**config.mk**
```make
export PLATFORM = sky130hd
export DESIGN_NAME = xor_arbiter_flat
export DESIGN_NICKNAME = d
export VERILOG_FILES = /design/src/rtl/xor_arbiter_if.sv /design/src/rtl/xor_arbiter.sv /design/src/flat_wrapper.sv
export SDC_FILE = /design/constraint.sdc
export NUM_CORES = 1
export LEC_CHECK = 0
export ABC_CLOCK_PERIOD_IN_PS = 5000
export BUFFER_PORTS_ARGS = -buffer_cell sky130_fd_sc_hd__clkbuf_2
export CAP_MARGIN = 40
export CORE_MARGIN = 1
export CORE_UTILIZATION = 33
export DETAILED_ROUTE_END_ITERATION = 12
export GPL_ROUTABILITY_DRIVEN = 0
export GPL_TIMING_DRIVEN = 1
export SYNTH_ARGS = -nofsm -noshare
export SYNTH_HDL_FRONTEND = slang
export SYNTH_SLANG_ARGS = --single-unit
```
**constraint.sdc**
```tcl
create_clock -name clk -period 5 [get_ports clk]
set_input_delay 0.5 -clock clk [delete_from_list [all_inputs] [get_ports clk]]
set_output_delay 0.5 -clock clk [all_outputs]
set_load 0.005 [all_outputs]
```
**src/rtl/xor_arbiter_if.sv**
```systemverilog
// xor_arbiter_if: request/response bundle between two requesters, a consumer and xor_arbiter.
//   master: drives req_valid, req_a0/1, req_b0/1, rsp_ready; observes req_ready, rsp_*, done_count
//   slave : the arbiter side, directions reversed
interface xor_arbiter_if #(parameter int WIDTH = 32);
    logic [1:0]       req_valid;
    logic [WIDTH-1:0] req_a0;
    logic [WIDTH-1:0] req_a1;
    logic [WIDTH-1:0] req_b0;
    logic [WIDTH-1:0] req_b1;
    logic [1:0]       req_ready;
    logic             rsp_valid;
    logic [WIDTH-1:0] rsp_data;
    logic             rsp_id;
    logic             rsp_ready;
    logic [15:0]      done_count;
    modport master (
        output req_valid, req_a0, req_a1, req_b0, req_b1, rsp_ready,
        input  req_ready, rsp_valid, rsp_data, rsp_id, done_count
    );
    modport slave (
        input  req_valid, req_a0, req_a1, req_b0, req_b1, rsp_ready,
        output req_ready, rsp_valid, rsp_data, rsp_id, done_count
    );
endinterface

```
**src/rtl/xor_arbiter.sv**
```systemverilog
// xor_arbiter: two requesters share one registered XOR datapath under round-robin arbitration.
//   clk   : rising-edge clock
//   reset : asynchronous active-high reset
//   bus   : xor_arbiter_if.slave (requests in, req_ready/response/done_count out)
module xor_arbiter #(
    parameter int WIDTH = 32
) (
    input logic         clk,
    input logic         reset,
    xor_arbiter_if.slave bus
);
    typedef enum logic {IDLE, HOLD} state_t;
    state_t           state_q, state_d;
    logic             ptr_q, ptr_d;
    logic [WIDTH-1:0] a_q, a_d, b_q, b_d;
    logic             id_q, id_d;
    logic [15:0]      cnt_q, cnt_d;
    logic             eligible, gnt_idx, acc, consume;
    always_comb begin
        // a slot frees up when nothing is held or the held result leaves this cycle
        eligible      = !reset && (state_q == IDLE || bus.rsp_ready);
        // ptr_q names the last winner, so under contention the other side goes next
        gnt_idx       = &bus.req_valid ? ~ptr_q : bus.req_valid[1];
        bus.req_ready = (eligible && |bus.req_valid) ? {gnt_idx, ~gnt_idx} : 2'b00;
        acc           = |(bus.req_valid & bus.req_ready);
        consume       = state_q == HOLD && bus.rsp_ready;
        state_d       = (acc || (state_q == HOLD && !bus.rsp_ready)) ? HOLD : IDLE;
        ptr_d         = acc ? gnt_idx : ptr_q;
        a_d           = acc ? (gnt_idx ? bus.req_a1 : bus.req_a0) : a_q;
        b_d           = acc ? (gnt_idx ? bus.req_b1 : bus.req_b0) : b_q;
        id_d          = acc ? gnt_idx : id_q;
        cnt_d         = cnt_q + {15'd0, consume};
    end
    always_ff @(posedge clk or posedge reset) begin
        if (reset) begin
            state_q <= IDLE;
            ptr_q   <= 1'b1;
            a_q     <= '0;
            b_q     <= '0;
            id_q    <= 1'b0;
            cnt_q   <= 16'd0;
        end else begin
            state_q <= state_d;
            ptr_q   <= ptr_d;
            a_q     <= a_d;
            b_q     <= b_d;
            id_q    <= id_d;
            cnt_q   <= cnt_d;
        end
    end
    assign bus.rsp_valid  = state_q == HOLD;
    assign bus.rsp_data   = a_q ^ b_q;
    assign bus.rsp_id     = id_q;
    assign bus.done_count = cnt_q;
endmodule

```
**src/flat_wrapper.sv**
```systemverilog
// flat-port wrapper written by rule: the top's interface ports become plain ports
module xor_arbiter_flat 
#(
    parameter int WIDTH = 32
)
  (clk, reset, bus_req_valid, bus_req_a0, bus_req_a1, bus_req_b0, bus_req_b1, bus_rsp_ready, bus_req_ready, bus_rsp_valid, bus_rsp_data, bus_rsp_id, bus_done_count);
  xor_arbiter_if #(.WIDTH(WIDTH)) bus_i ();
  input logic clk;
  input logic reset;
  input wire logic [$bits(bus_i.req_valid)-1:0] bus_req_valid;
  input wire logic [$bits(bus_i.req_a0)-1:0] bus_req_a0;
  input wire logic [$bits(bus_i.req_a1)-1:0] bus_req_a1;
  input wire logic [$bits(bus_i.req_b0)-1:0] bus_req_b0;
  input wire logic [$bits(bus_i.req_b1)-1:0] bus_req_b1;
  input wire logic [$bits(bus_i.rsp_ready)-1:0] bus_rsp_ready;
  output wire logic [$bits(bus_i.req_ready)-1:0] bus_req_ready;
  output wire logic [$bits(bus_i.rsp_valid)-1:0] bus_rsp_valid;
  output wire logic [$bits(bus_i.rsp_data)-1:0] bus_rsp_data;
  output wire logic [$bits(bus_i.rsp_id)-1:0] bus_rsp_id;
  output wire logic [$bits(bus_i.done_count)-1:0] bus_done_count;
  assign bus_i.req_valid = bus_req_valid;
  assign bus_i.req_a0 = bus_req_a0;
  assign bus_i.req_a1 = bus_req_a1;
  assign bus_i.req_b0 = bus_req_b0;
  assign bus_i.req_b1 = bus_req_b1;
  assign bus_i.rsp_ready = bus_rsp_ready;
  assign bus_req_ready = bus_i.req_ready;
  assign bus_rsp_valid = bus_i.rsp_valid;
  assign bus_rsp_data = bus_i.rsp_data;
  assign bus_rsp_id = bus_i.rsp_id;
  assign bus_done_count = bus_i.done_count;
  xor_arbiter #(.WIDTH(WIDTH)) u_core (.clk(clk), .reset(reset), .bus(bus_i));
endmodule
```
== Word-level counts from Yosys, hierarchy flattened ==
Index checks and enable logic that the tools add are counted.

* Register bits: 83
* Output and inout port bits: 52
* Logic and storage cells: 28

* Add/subtract/negate cells: 1
* Bitwise operators: 5
* Multiplexer cells: 5
* Reductions and logical operators: 11

{| class="wikitable"
|+ Operator list
! operator !! number
|-
| two-way mux 32 bit || 2
|-
| bitwise XOR 32 bit || 1
|-
| adder 16 x 1 -> 16 bit || 1
|-
| logical AND 1 bit || 4
|-
| OR reduction 2 bit || 2
|-
| NOT 1 bit || 3
|-
| AND 2 bit || 1
|-
| zero test 1 bit || 2
|-
| logical OR 1 bit || 2
|-
| two-way mux 1 bit || 2
|-
| two-way mux 2 bit || 1
|-
| AND reduction 2 bit || 1
|}

== Logic depth before layout (Yosys ltp) ==
* Depth after elaboration: 9
* Depth in mapped cells: 7
* Depth with buffers taken out: 7

== Worst setup path before layout ==
OpenSTA, ideal clock, no wires.

* Path type: input to register
* Start: in bus_rsp_ready
* End: reg u_core.cnt_q[10] (netlist: u_core.bus.done_count[10])
* Data arrival time: 1.500 ns
* Setup time: 0.124 ns
* Stages on the path: 7
* Slack: 3.377 ns
* Data required time: 4.876 ns
* Path through: and2_1 ha_1 ha_1 nand3_1 nor2_1 and4_1 xor2_1

* Word-level cells in the longest chain between the ends: 2

{| class="wikitable"
|+ RTL lines
! item !! RTL line !! text
|-
| start: declaration || flat_wrapper.sv:15 || <nowiki>input wire logic [$bits(bus_i.rsp_ready)-1:0] bus_rsp_ready;</nowiki>
|-
| logical AND 1 bit || xor_arbiter.sv:26 || <nowiki>consume = state_q == HOLD && bus.rsp_ready;</nowiki>
|-
| adder 16 x 1 -> 16 bit || xor_arbiter.sv:32 || <nowiki>cnt_d = cnt_q + {15'd0, consume};</nowiki>
|-
| via u_core.cnt_d[10] || xor_arbiter.sv:17 || <nowiki>logic [15:0] cnt_q, cnt_d;</nowiki>
|-
| end signal: assignment || xor_arbiter.sv:48 || <nowiki>cnt_q <= cnt_d;</nowiki>
|-
| end: declaration || xor_arbiter.sv:17 ||
|}

The timed path passes the listed nets, and every way through them passes these cells.
A chain may end at the register's enable or synchronous reset.

== Final worst setup path ==
* Start: reg u_core.ptr_q
* End: out bus_req_ready[0]

* Word-level cells in the longest chain between the ends: 4

{| class="wikitable"
|+ RTL lines
! item !! RTL line !! text
|-
| start: declaration || xor_arbiter.sv:14 || <nowiki>logic ptr_q, ptr_d;</nowiki>
|-
| start signal: assignment || xor_arbiter.sv:44 || <nowiki>ptr_q <= ptr_d;</nowiki>
|-
| NOT 1 bit || xor_arbiter.sv:23 || <nowiki>gnt_idx = &bus.req_valid ? ~ptr_q : bus.req_valid[1];</nowiki>
|-
| two-way mux 1 bit || xor_arbiter.sv:23 ||
|-
| NOT 1 bit || xor_arbiter.sv:24 || <nowiki>bus.req_ready = (eligible && |bus.req_valid) ? {gnt_idx, ~gnt_idx} : 2'b00;</nowiki>
|-
| two-way mux 2 bit || xor_arbiter.sv:24 ||
|-
| end: declaration || flat_wrapper.sv:16 || <nowiki>output wire logic [$bits(bus_i.req_ready)-1:0] bus_req_ready;</nowiki>
|}

No other way between the ends.

==> results.yml <==
critical_path:
  worst-setup-path-type: "flip-flop to output port"
  endpoint_kind: "output port"
  cp.required_ps: 4500
  path_max_fanout: 56
  critPathLaunchType: "flip-flop"
  timing.rr.start: "u_core.bus.rsp_valid$_DFF_PP0_"
  critPathLaunch: "u_core.ptr_q$_DFFE_PP1P_"
  reg2reg_depth: 5
  critical_path_arrival_ps: 2040
  rrSetupSlack_ps: 2840
die:
  initial_core_util_pct: 33.9
  fp.coreArea_um2: 11400
  io_pins: 185
  die_w_um: 110
  die-area_um2: 12200
  fp-row-count: 39
  die_y_um: 110
route:
  drtIter0Drc: 163
  drc: 0
  vias_per_cell: 4.96
  wl_um: 9480
  post_drt_wl_per_cell_um: 14.8
  first_pass_iters: 4
  antenna_left: 0
  num_vias: 3177
cells_and_area:
  final_common_cell: "clkbuf_2"
  diodes: 0
  finalNonFillerCells: 640
  final_cell_mix: "clkbuf_2 (184), dfrtp_1 (82), and2_1 (65)"
  fin_nets: 627
  drive_gt1_share_pct: 42.3
  area_growth_pct: 35.2
  fillers: 1115
clock_tree:
  clock_path_buffers: 2
  cts_made_buffers: 9
  cts.clk_slew.worst_paths_ps: 60
  insertion_delay_ps: 340
  htree_num_levels: 3
  cts_resized: 0
  cts_tree: "built"
  cts.sinks: 83
  postCtsSetupBuffers: 0
  cts.hold.buffers_added: 0
  cts_root_buf: "clkbuf_16"
timing:
  layout_min_cycle_time_ps: 2540
  slew_viol_final: 0
  worst_slew_pin_slew_ps: 794
  hold_viol: 0
  period_share_pct: 50.9
  finalSetupViolations: 0
  max_freq_mhz: 393
  fin_skew_ps: 4.68
  fin_setup_tns_ps: 0
  rsz0062_at_grt: "false"
  setup_ws_ps: 2460
  slew_headroom_pct: 46.9
yosys:
  seq_area_frac_synth_pct: 53.7
  async_flop_share_pct: 100
  postSynthCellCount: 315
  syn_area_per_cell_um2: 12.3
  ys.flop_type: "dfrtp_1"
  synth_area_um2: 3870
  synth_seq_cells: 83
  synth_warnings: 0
  synth-edff-count: 0
  synth_cell_type_count: 24
  yosys.area.top_type: "dfrtp_1"
  synthDominantCellAreaShare_pct: 53.0
  synth.top_cells.by_area: "dfrtp_1 (53%), a221o_1 (17%), and2_1 (11%)"
  synthesis.nets: 450
pwr:
  power_density_nw_per_um2: 408
  leakagePower_nw: 2.73
  ir_drop_mv: 0.220
placed_design:
  pre_cts_ws_ps: 2570
  port_buffers: 184
  dp_cells: 624
  dp_hpwl_um: 6760
global_routing:
  antenna_found_initial: 1
  grt_overflow: 0
  grt_pass1_wl_um: 15000
  grt_usage_pct: 16.4
  grt_pass1_vias: 3089
  grt_max_degree: 57
status:
  status: "finished, final reports clean"
job:
  maxCapViolations: 0
worst_hold_path:
  hp-class: "input pin to asynchronous set/reset pin"
[synthesized netlist by cell type, types with 3 or more instances]
library cell and count:
and2_1 65, a221o_1 64, clkbuf_1 6, xnor2_1 8, xor2_1 38, nand3_1 8
and4_1 3, nor2_1 6, buf_6 4, buf_2 8, nand2_1 5, clkbuf_2 4
dfrtp_1 82
[stage by stage]
stage | total power, mW | hold WS, ps | util [%] | cell area [um^2]
2_1_floorplan | 1.17 | 468 | - | 3870
3_3_place_gp | 1.40 | 460 | 42.9 | 4900
3_5_place_dp | 1.41 | 469 | 42.9 | 4900
4_1_cts | 2.17 | 259 | 45.8 | 5240
5_1_grt | 2.27 | 295 | 45.8 | 5240
6_report | 2.14 | 245 | 45.8 | 5240
[path summary, 6_finish.rpt]
kind                                                        to
max                                           bus_req_ready[0]
min                                 u_core.a_q[17]$_DFFE_PP0P_
max reg2reg                         u_core.a_q[13]$_DFFE_PP0P_
min reg2reg                u_core.bus.done_count[15]$_DFF_PP0_
max in group asynchronous           u_core.b_q[22]$_DFFE_PP0P_
min in group clk                     u_core.a_q[2]$_DFFE_PP0P_
[where the power goes]
part	internal (mW)	leakage (nW)	switching, mW
registers	0.806	1.04	0.111
clock network	0.466	0.162	0.276
logic	0.277	1.52	0.199
[registers in the layout (all words and copies together), names as in the netlist]
name	count
u_core.a_q	32
u_core.b_q	32
u_core.bus.done_count	16
u_core.bus.rsp_id	1
u_core.bus.rsp_valid	1
u_core.ptr_q	1
[routing by layer]
metal	wire, um	part of all wire (%)	track usage (%)
met4	175	1.8	8.18
met2	4330	46	24.9
met1	4290	45	21.2
met3	665	7.0	4.82
met5	13	0.14	0
[cell type report]
| type | count | area, um^2 | share of cell area [%] |
|---|---|---|---|
| tap | 143 | 179 | 3.42 |
| clock inverter | 5 | 85.1 | 1.63 |
| timing repair buffer | 188 | 951 | 18.2 |
| clock buffer | 11 | 253 | 4.83 |
| sequential | 83 | 2080 | 39.7 |
| multi-input combinational | 209 | 1680 | 32.2 |
| inverter | 1 | 5.00 | 0.0956 |
[logic make-up after synthesis]
logic type / synth area share (%)
xor gates and xnor gates: 10.4
AOI/OAI and AO/OA: 17.1
and+or+nand+nor: 14.8
DFF: 53.7
adders and majority gates: 0.646
buffers and inverters: 3.39
[worst max-delay path, stage by stage (launching register included)]
cell	delay, ps
dfstp_2	540
nor2b_1	60
nor4b_4	420
buf_4	490
clkbuf_2	190
(Power assumes the default switching activity.)
